[src/rtl/config_lfsr.sv]
// Configurable LFSR: Fibonacci (MODE 0) or Galois (MODE 1) update, with load,
// all-zero substitution, and a step counter that restarts when the state returns to its start value.
module config_lfsr #(
  parameter int unsigned          WIDTH = 16,
  parameter int unsigned          MODE  = 0,
  parameter logic [WIDTH-1:0]     TAPS  = 16'hB400,
  parameter logic [WIDTH-1:0]     SEED  = 16'h0001
) (
  input  logic             clk,
  input  logic             rst_n,
  input  logic             en,
  input  logic             load,
  input  logic [WIDTH-1:0] seed_in,
  output logic [WIDTH-1:0] data,
  output logic [WIDTH-1:0] step_cnt,
  output logic             wrap,
  output logic             zero_fix
);

  generate
    if (SEED == '0) begin : g_bad_seed
      $error("config_lfsr: SEED must be non-zero");
    end
    if (WIDTH < 4 || WIDTH > 32) begin : g_bad_width
      $error("config_lfsr: WIDTH must be within 4..32");
    end
    if (MODE > 1) begin : g_bad_mode
      $error("config_lfsr: MODE must be 0 or 1");
    end
  endgenerate

  logic [WIDTH-1:0] start;
  logic [WIDTH-1:0] step_raw;
  logic [WIDTH-1:0] step_next;

  // A degenerate tap mask could shift the state into all-zero; substitute SEED
  // so the lock-up state is never reachable.
  always_comb begin
    step_raw = '0;
    if (MODE == 0) begin
      step_raw = {data[WIDTH-2:0], ^(data & TAPS)};
    end else begin
      step_raw = (data >> 1) ^ (data[0] ? TAPS : '0);
    end
    step_next = (step_raw == '0) ? SEED : step_raw;
  end

  always_ff @(posedge clk or negedge rst_n) begin
    if (!rst_n) begin
      data     <= SEED;
      start    <= SEED;
      step_cnt <= '0;
      wrap     <= 1'b0;
      zero_fix <= 1'b0;
    end else begin
      wrap     <= 1'b0;
      zero_fix <= 1'b0;
      if (load) begin
        step_cnt <= '0;
        if (seed_in == '0) begin
          data     <= SEED;
          start    <= SEED;
          zero_fix <= 1'b1;
        end else begin
          data  <= seed_in;
          start <= seed_in;
        end
      end else if (en) begin
        data <= step_next;
        if (step_next == start) begin
          wrap     <= 1'b1;
          step_cnt <= '0;
        end else begin
          step_cnt <= step_cnt + WIDTH'(1);
        end
      end
    end
  end

endmodule

[config.mk]
export PLATFORM = sky130hd
export DESIGN_NAME = config_lfsr
export DESIGN_NICKNAME = d
export VERILOG_FILES = /design/src/rtl/config_lfsr.sv
export SDC_FILE = /design/constraint.sdc
export NUM_CORES = 1
export LEC_CHECK = 0
export CORE_ASPECT_RATIO = 1.5
export CORE_MARGIN = 5
export CORE_UTILIZATION = 30
export CTS_BUF_LIST = sky130_fd_sc_hd__clkbuf_2 sky130_fd_sc_hd__clkbuf_4 sky130_fd_sc_hd__clkbuf_8
export DETAILED_ROUTE_END_ITERATION = 7
export DONT_BUFFER_PORTS = 1
export GPL_TIMING_DRIVEN = 0
export PLACE_DENSITY = 0.47
export SYNTH_ARGS = -nofsm -noshare
export SYNTH_HDL_FRONTEND = slang
export SYNTH_SLANG_ARGS = --single-unit
[constraint.sdc]
create_clock -name clk -period 2 [get_ports clk]
set_input_delay 0.1 -clock clk [delete_from_list [all_inputs] [get_ports clk]]
set_output_delay 0.1 -clock clk [all_outputs]
set_load 0.05 [all_outputs]
==> flow_summary_export.csv, run 1 <==
group,metric,value,unit
outcome,status,"complete, but fails checks",
outcome,violations,"negative setup slack",
floorplanning,die_height,123,um
route,ant_nets,0,
timing,setup_viol,4,
final_layout,syn_to_final_growth,28.6,%
cts,cts_buffers,5,
synth,synth_edf_count,0,
cts,clockBufferDepth,2,
cts,htreeDepth,2,
setup_path,cp.arrival,2220,ps
route,viasPerCell,5.20,
synth,synth.most_common_cell,"dfrtp_1",
floorplanning,core-area,0.00836,sq mm
place,port-buffer-count,0,
route,avgRoutedWirePerCell,18.9,um
cts,clk_pin_slew,100,ps
setup_path,end_kind,"register",
setup_path,crit_slowest_cell,"dfstp_4",
grt,grt_max_degree,51,
synth,synth_seq_area_share,0.492,
timing,finClkSkew,7.12,ps
final_layout,drive_gt1_frac,0.264,
route,vias,2075,
final_layout,num_antenna_cells,0,
timing,final_hold_viol_count,0,
setup_path,worstPathMaxFanout,5,
place,gp_congestion,0.766,
floorplanning,dieArea,0.0105,sq mm
setup_path,required,2200,ps
route,wl,7540,um
synth,synth_fa_ha_area_frac,0.00491,
setup_path,cp_top_family,"flip-flops",
pwr,power.total,2.38,mW
grt,grt_usage,0.149,
synth,synth_top_family_by_area,"simple AND/OR/NAND/NOR gates",
flow_run,maxCapViolations,0,
final_layout,nNetsFinal,312,
cts,clk-insertion-delay-late,300,ps
grt,grt_first_pass_wirelength,12100,um
synth,netlist_area,0.00255,sq mm
place,pre_cts_ws,-372,ps
timing,fmax,495,MHz
synth,synthCells,260,
cts,cts_tree,"yes",
hold_path,hp-class,"input pin to register",
timing,worst_slack,-20.9,ps
timing,worst_pin_slew,669,ps
floorplanning,die_x,85.2,um
synth,yosysTopAreaCellShare,0.472,
floorplanning,start_util,0.305,
floorplanning,io_pins,54,
timing,rsz0062_at_grt,"yes",
grt,antenna_found_initial,0,
synth,synth_xor_area_frac,0.0826,
route,first_pass_iters,4,
setup_path,cpPeakStageDelay,770,ps
synth,ys_async_sr_fraction,1.00,
setup_path,start_kind,"register",
synth,synth-seq-cells,50,
synth,synth_compound_area_frac,0.146,
pwr,ir_drop,0.000427,V
timing,slew_headroom,0.554,
grt,grt_pass1_vias,2251,
synth,synthTopCellsByArea,"dfrtp_1 47%, o21ai_0 7.1%, xnor2_1 6.2%, mux2i_1 5.9%, nand2_1 3.7%",
floorplanning,rows,41,
grt,grt_overflow,0,
route,drt_iter0_markers,69,
timing,final.period_utilization,1.01,
pwr,power_density,727,mW/mm^2
synth,synth_area_leader_cell,"dfrtp_1",
synth,synth_fp_nets,281,
synth,synth_cell_types,44,
setup_path,worstSetupPathType,"register to register",
route,drc,0,
timing,drv_slew,0,
synth,synthSimpleGateAreaFrac,0.174,
timing,layout_min_cycle_time,2020,ps
synth,avgSynthCellArea,9.79,sq um
synth,ys_top_cells_by_count,"48 x dfrtp_1, 36 x o21ai_0, 25 x nand2_1",
pwr,p_leak,1.29,nW
synth,yosys_most_used_dff,"dfrtp_1",
setup_path,path_cells,"xnor2_4 > nand3_2 > nor4_4 > buf_4 > o21ai_4 > buf_6 > a32o_1",
setup_path,cp_num_buf_inv,2,
synth,synth_mux_area_frac,0.0590,
place,dp_hpwl,5310,um
synth,yosysWarnings,0,
cts,cts_root_buffer,"clkbuf_8",
cts,numClockSinks,50,
## through the flow
| stage | hold WS, ps | cells | TNS, ps | util | area [sq um] |
|---|---|---|---|---|---|
| final | 17.3 | 399 | -33.7 | 0.392 | 3270 |
| after global routing | 27.8 | 399 | -1380 | 0.392 | 3270 |
| after CTS | 1.56 | 398 | -108 | 0.382 | 3190 |
| after detailed placement | -194 | 367 | -4720 | 0.322 | 2700 |
| after global placement | -194 | 367 | -4810 | 0.322 | 2700 |
| after floorplan | -196 | 260 | 0 | - | 2560 |
## cell families (layout without fill, tap and decap cells)
kind of cell / count (synthesis) / count (layout)
xor gates and xnor gates: 24 / 24
DFF: 50 / 50
and+or+nand+nor: 85 / 85
buffers and inverters: 27 / 59
adders and majority gates: 1 / 1
muxes: 15 / 15
AOI/OAI and AO/OA: 58 / 58
## worst paths after layout
path,depth (start not counted),slack [ps],to,start
setup / recovery,7,-20,step_cnt[1]$_DFFE_PN0P_,data[0]$_DFFE_PN1P_
hold / removal,3,20,start[0]$_DFFE_PN1P_,seed_in[2]
setup reg to reg,7,-20,step_cnt[1]$_DFFE_PN0P_,data[0]$_DFFE_PN1P_
hold reg to reg,2,550,start[10]$_DFFE_PN0P_,start[10]$_DFFE_PN0P_
max in group asynchronous,2,1410,start[0]$_DFFE_PN1P_,rst_n
min in group asynchronous,2,320,step_cnt[1]$_DFFE_PN0P_,rst_n
## worst reg2reg max path: stages, from the launching register on
cell and delay [ps]:
dfstp_4 770, xnor2_4 150, nand3_2 110, nor4_4 270
buf_4 180, o21ai_4 80, buf_6 150, a32o_1 210
## final cells by class
type / count / area [sq um]
Tap cell: 107 / 134
Sequential cell: 50 / 1310
Clock inverter: 2 / 12.5
Multi-Input combinational cell: 183 / 1380
Clock buffer: 6 / 82.6
Timing Repair Buffer: 24 / 248
Buffer: 9 / 35.0
Inverter: 18 / 67.6
Fill cell: 842 / 5090
## routing by layer
metal | up-vias | global-route usage | routed length, um
li1 | 976 | - | -
met1 | 1014 | 0.164 | 2900
met2 | 71 | 0.272 | 3970
met3 | 14 | 0.0410 | 491
met4 | 0 | 0.0495 | 185
met5 | - | 0 | 0
## layout by cell type (no fill, tap or decap), types with 2 or more instances in the layout
cell           count
xor2_1             6
dlygate4sd3_1     16
nand3_1            4
nand2b_1           3
inv_1             18
o21ai_0           31
and3_1             2
a21oi_1            2
nand4_1           10
clkbuf_1           7
nor4_4             3
o21ai_2            2
o21ai_1            6
nand2_1           25
nor3_1             3
dfrtp_4            8
buf_4              5
nor4_1             2
clkbuf_8           6
xnor2_1           10
nand4b_1           2
xnor2_2            7
dfrtp_2           19
buf_6              2
o31ai_1            2
dfrtp_1           21
mux2i_1           15
nor2_1            17
## sequential cells by signal, indices dropped and copies added (netlist names)
signal    cells
zero_fix      1
step_cnt     16
data         16
start        16
wrap          1
## timing repair
action	CTS	global route
buffers inserted	6	1
hold endpoints to repair	80	0
hold buffers	17	0
setup endpoints to repair	17	16
pin swaps	22	14
resized for setup	44	17
## power by group
part	total, mW	leakage (nW)	internal, mW	switching, mW
clock	0.632	0.0472	0.279	0.353
combinational	0.385	0.643	0.189	0.195
sequential	1.36	0.599	1.10	0.265
total	2.38	1.29	1.57	0.813
Note: power is estimated with default switching activity, not from simulation.
==> inputs of run 2 (changes only) <==
- BUFFER_PORTS_ARGS: default -> -buffer_cell sky130_fd_sc_hd__buf_4
- DONT_BUFFER_PORTS: 1 -> default
- MAX_ROUTING_LAYER: default -> met4
- PLACE_DENSITY: 0.47 -> 0.52
==> flow_summary_export.csv, run 2 (synthesis results as in run 1) <==
group,metric,value,unit
timing,drv_slew,0,
setup_path,crit_cells,6,
timing,fmax,521,MHz
setup_path,cp_num_buf_inv,0,
timing,setup_viol,0,
grt,grt_overflow,0,
floorplanning,rows,41,
place,dp_hpwl,5450,um
grt,use_met2,0.266,
cts,htreeDepth,2,
grt,grt_pass1_vias,2388,
grt,grt.busiest_layer,"met2",
route,vias,2232,
pwr,power_density,694,mW/mm^2
final_layout,layout_commonest_cell,"buf_4",
timing,final.period_utilization,0.960,
final_layout,instances_no_fill,443,
setup_path,cp.arrival,2120,ps
cts,cts_tree,"yes",
hold_path,hp-class,"input pin to register",
timing,rsz0062_at_grt,"yes",
cts,cts_buffers,5,
outcome,status,"completed",
cts,clockBufferDepth,2,
place,port-buffer-count,53,
grt,grt_use_met1,0.178,
route,first_pass_iters,4,
setup_path,worstPathMaxFanout,6,
timing,finClkSkew,12.3,ps
timing,setup_tns,0,ps
place,gp_congestion,0.789,
floorplanning,core-area,0.00836,sq mm
setup_path,worstSetupPathType,"register to register",
setup_path,cp_top_family,"compound AO/OA/AOI/OAI gates",
final_layout,syn_to_final_growth,35.5,%
timing,slew_headroom,0.555,
cts,numClockSinks,50,
floorplanning,io_pins,54,
setup_path,path_cells,"nor4_2 > and4_4 > o21a_4 > o21ai_4 > nand2_4 > o41ai_4",
setup_path,crit_slowest_cell,"dfstp_2",
final_layout,nNetsFinal,357,
timing,hold-worst-slack,23.3,ps
floorplanning,start_util,0.305,
final_layout,reg.largest.list,"data x16, start x16, step_cnt x16",
route,viasPerCell,5.04,
pwr,p_leak,1.54,nW
floorplanning,die_x,85.2,um
final_layout,num_antenna_cells,0,
final_layout,n_fill_cell,876,
floorplanning,die_height,123,um
place,dp_cells,420,
pwr,power.total,2.39,mW
final_layout,layout_common_cells,"67 x buf_4, 32 x o21ai_0, 31 x dfrtp_1",
setup_path,cpPeakStageDelay,600,ps
setup_path,reg2regPathDepth,6,
hold_path,worstHoldPathCells,3,
setup_path,end_kind,"register",
grt,met3_usage,0.0235,
timing,worst_pin_slew,667,ps
timing,final_hold_viol_count,0,
grt,grt_max_degree,51,
pwr,ir_drop,0.000292,V
route,drc,0,
route,wl,7520,um
grt,grt_first_pass_wirelength,12300,um
grt,antenna_found_initial,0,
flow_run,maxCapViolations,0,
final_layout,drive_gt1_frac,0.357,
route,ant_nets,0,
cts,clk-insertion-delay-late,300,ps
grt,grt_usage,0.153,
setup_path,required,2200,ps
timing,layout_min_cycle_time,1920,ps
cts,cts_root_buffer,"clkbuf_8",
route,drt_iter0_markers,58,
cts,clk_pin_slew,100,ps
setup_path,start_kind,"register",
route,avgRoutedWirePerCell,17.0,um
floorplanning,dieArea,0.0105,sq mm
## run 2: cell count changes in the layout (fill, tap and decap cells not counted), sizes merged
cell / change
clkinvlp: +1
dlygate4sd3: -15
clkbuf: -1
clkinv: -1
buf: +60
## run 2: path summary, 6_finish.rpt
kind | startpoint | to | slack [ps]
max in group asynchronous | rst_n | step_cnt[3]$_DFFE_PN0P_ | 1130
hold reg to reg | step_cnt[10]$_DFFE_PN0P_ | step_cnt[10]$_DFFE_PN0P_ | 520
setup / recovery | data[0]$_DFFE_PN1P_ | step_cnt[14]$_DFFE_PN0P_ | 80
hold / removal | seed_in[9] | start[9]$_DFFE_PN0P_ | 20
min in group asynchronous | rst_n | step_cnt[14]$_DFFE_PN0P_ | 370
setup reg to reg | data[0]$_DFFE_PN1P_ | step_cnt[14]$_DFFE_PN0P_ | 80
## run 2: routing by layer
metal	routed length, um	part of all wire	vias up
li1	-	-	1062
met1	3130	0.42	1085
met2	3810	0.51	70
met3	325	0.043	15
met4	248	0.033	0
met5	0	0	-
## run 2: final cells by class
| cell class | instances | area, sq um | share of cell area |
|---|---|---|---|
| Sequential cell | 50 | 1270 | 0.369 |
| Inverter | 18 | 67.6 | 0.0196 |
| Multi-Input combinational cell | 183 | 1320 | 0.383 |
| Clock buffer | 5 | 68.8 | 0.0199 |
| Tap cell | 107 | 134 | 0.0388 |
| Buffer | 9 | 35.0 | 0.0102 |
| Clock inverter | 2 | 15.0 | 0.00435 |
| Timing Repair Buffer | 69 | 533 | 0.154 |
## run 2: report_power, final
part / internal, mW / total [mW] / switching, mW
Clock: 0.240 / 0.589 / 0.349
Sequential: 1.09 / 1.19 / 0.105
Combinational: 0.247 / 0.613 / 0.366
## run 2: what timing repair did
action	CTS	global route
gates resized for setup	6	23
hold endpoints to repair	48	0
buffers inserted	3	12
pin swaps	3	7
endpoints found under the setup margin	11	14
hold buffers	1	0
## run 2: tightest hold or removal path: stages
cell and delay, ps:
buf_4 80, nand2_1 50, o21ai_0 60
## run 2: through the flow
step | util | worst slack, ps | area, sq um
after global placement | 0.370 | -97.7 | 3090
after CTS | 0.389 | 2.23 | 3260
after floorplan | - | 3.36 | 2560
final | 0.413 | 79.5 | 3450
after detailed placement | 0.370 | -96.2 | 3090
after global routing | 0.413 | -18.3 | 3450
==> inputs of run 3 (changes only) <==
--- a/config.mk
+++ b/config.mk
@@ -14,5 +14,5 @@
 export GPL_TIMING_DRIVEN = 0
 export MAX_ROUTING_LAYER = met4
-export PLACE_DENSITY = 0.52
+export PLACE_DENSITY = 0.49
 export SYNTH_ARGS = -nofsm -noshare
 export SYNTH_HDL_FRONTEND = slang
==> constraint.sdc (replaced) <==
create_clock -name clk -period 2 [get_ports clk]
set_input_delay 0.3 -clock clk [delete_from_list [all_inputs] [get_ports clk]]
set_output_delay 0.3 -clock clk [all_outputs]
set_load 0.05 [all_outputs]
==> flow_summary_export.csv, run 3 (synthesis results as in run 1) <==
group,metric,value,unit
setup_path,r2r_end,"step_cnt[1]$_DFFE_PN0P_",
cts,clockBufferDepth,2,
place,dp_hpwl,5530,um
timing,slew_headroom,0.559,
pwr,p_leak,1.49,nW
route,viasPerCell,5.02,
place,gp_congestion,0.858,
setup_path,startpoint,"data[6]$_DFFE_PN0P_",
cts,cts_tree,"yes",
setup_path,worstSetupPathType,"register to register",
hold_path,hp-class,"input pin to asynchronous set/reset pin",
setup_path,required,2200,ps
timing,worst_pin_slew,661,ps
setup_path,cpPeakStageDelay,470,ps
timing,layout_min_cycle_time,1930,ps
floorplanning,start_util,0.305,
route,drt_iter0_markers,80,
grt,grt_first_pass_wirelength,12100,um
final_layout,reg.largest.list,"data x16, start x16, step_cnt x16",
cts,clk-insertion-delay-late,310,ps
floorplanning,core-area,0.00836,sq mm
setup_path,r2r_slack,70,ps
route,ant_nets,0,
final_layout,layout_common_cells,"60 x buf_4, 36 x o21ai_0, 35 x dfrtp_1",
final_layout,drive_gt1_frac,0.320,
final_layout,syn_to_final_growth,32.4,%
cts,clk_pin_slew,100,ps
grt,grt_max_degree,51,
place,port-buffer-count,53,
floorplanning,dieArea,0.0105,sq mm
cts,cts_root_buffer,"clkbuf_8",
floorplanning,rows,41,
setup_path,reg2regPathDepth,6,
timing,setup_viol,0,
grt,antenna_found_initial,0,
timing,final.period_utilization,0.966,
final_layout,final_cell_area,0.00337,sq mm
final_layout,num_antenna_cells,0,
grt,grt_overflow,0,
setup_path,crit_slowest_cell,"dfrtp_1",
timing,fmax,518,MHz
route,first_pass_iters,6,
outcome,status,"completed",
route,vias,2183,
pwr,ir_drop,0.000331,V
route,drc,0,
place,dpl_cell_area,0.00309,sq mm
cts,cts_buffers,5,
route,wl,7480,um
grt,grt_usage,0.153,
floorplanning,io_pins,54,
cts,numClockSinks,50,
final_layout,layout_commonest_cell,"buf_4",
floorplanning,die_x,85.2,um
setup_path,worstPathMaxFanout,5,
final_layout,nNetsFinal,348,
setup_path,path_cells,"xnor2_2 > nand4_1 > nor4_4 > o21ai_4 > buf_4 > a32o_1",
timing,drv_slew,0,
pwr,power_density,754,mW/mm^2
route,avgRoutedWirePerCell,17.2,um
flow_run,maxCapViolations,0,
setup_path,start_kind,"register",
cts,htreeDepth,2,
timing,final_hold_viol_count,0,
setup_path,r2r-start,"data[6]$_DFFE_PN0P_",
setup_path,end_kind,"register",
setup_path,cp.arrival,2130,ps
floorplanning,die_height,123,um
grt,grt_pass1_vias,2283,
timing,setup_tns,0,ps
timing,finClkSkew,14.1,ps
run 3: per-layer routing:
| layer | vias to the layer above | global-route usage | part of all wire |
|---|---|---|---|
| met4 | 0 | 0.0386 | 0.011 |
| met5 | - | - | 0 |
| met2 | 63 | 0.276 | 0.54 |
| li1 | 1048 | - | - |
| met1 | 1065 | 0.177 | 0.41 |
| met3 | 7 | 0.0208 | 0.040 |
run 3: timing repair:
action | 4_1_cts | 5_1_grt
endpoints found under the setup margin | 13 | 11
cloned | 0 | 0
hold buffers | 0 | 0
buffers inserted | 3 | 4
gates resized for setup | 5 | 12
pin swaps | 4 | 5
run 3: critical path, delay by kind of cell (launching register included):
kind                      cells  cell delay, ps
and+or+nand+nor               2             570
DFF                           1             470
AOI/OAI and AO/OA             2             390
xor gates and xnor gates      1             210
buffers and inverters         1             180
run 3: worst max path at each step:
| stage | to | slack, ps | depth (start not counted) |
|---|---|---|---|
| 2_1_floorplan | step_cnt[14]$_DFFE_PN0P_ | 3 | 6 |
| 3_3_place_gp | step_cnt[2]$_DFFE_PN0P_ | -140 | 6 |
| 3_5_place_dp | step_cnt[4]$_DFFE_PN0P_ | -130 | 6 |
| 4_1_cts | step_cnt[4]$_DFFE_PN0P_ | 4 | 6 |
| 5_1_grt | step_cnt[7]$_DFFE_PN0P_ | -4 | 7 |
| 6_report | step_cnt[1]$_DFFE_PN0P_ | 70 | 6 |
run 3: power by group:
group | switching [mW] | total, mW | internal [mW] | leakage [nW]
clock network | 0.348 | 0.770 | 0.422 | 0.0619
logic | 0.362 | 0.586 | 0.224 | 0.811
registers | 0.101 | 1.19 | 1.08 | 0.618
total | 0.811 | 2.54 | 1.73 | 1.49
run 3: final cells by class:
type	instances	area, sq um
clock inverter	1	30.0
multi-input combinational	183	1290
timing repair buffer	60	450
inverter	18	67.6
fill	855	4990
sequential	50	1270
buffer	9	35.0
clock buffer	7	90.1
tap	107	134
run 3: stage by stage:
step,hold slack [ps],utilization,power (mW),setup slack (ps),cells
floorplan,4.41,-,1.53,3.36,260
global placement,379,0.370,1.75,-138,420
detailed placement,380,0.370,1.75,-129,420
CTS,41.1,0.391,2.54,4.15,431
global route,70.0,0.403,2.66,-4.38,435
finish,10.5,0.403,2.54,68.7,435
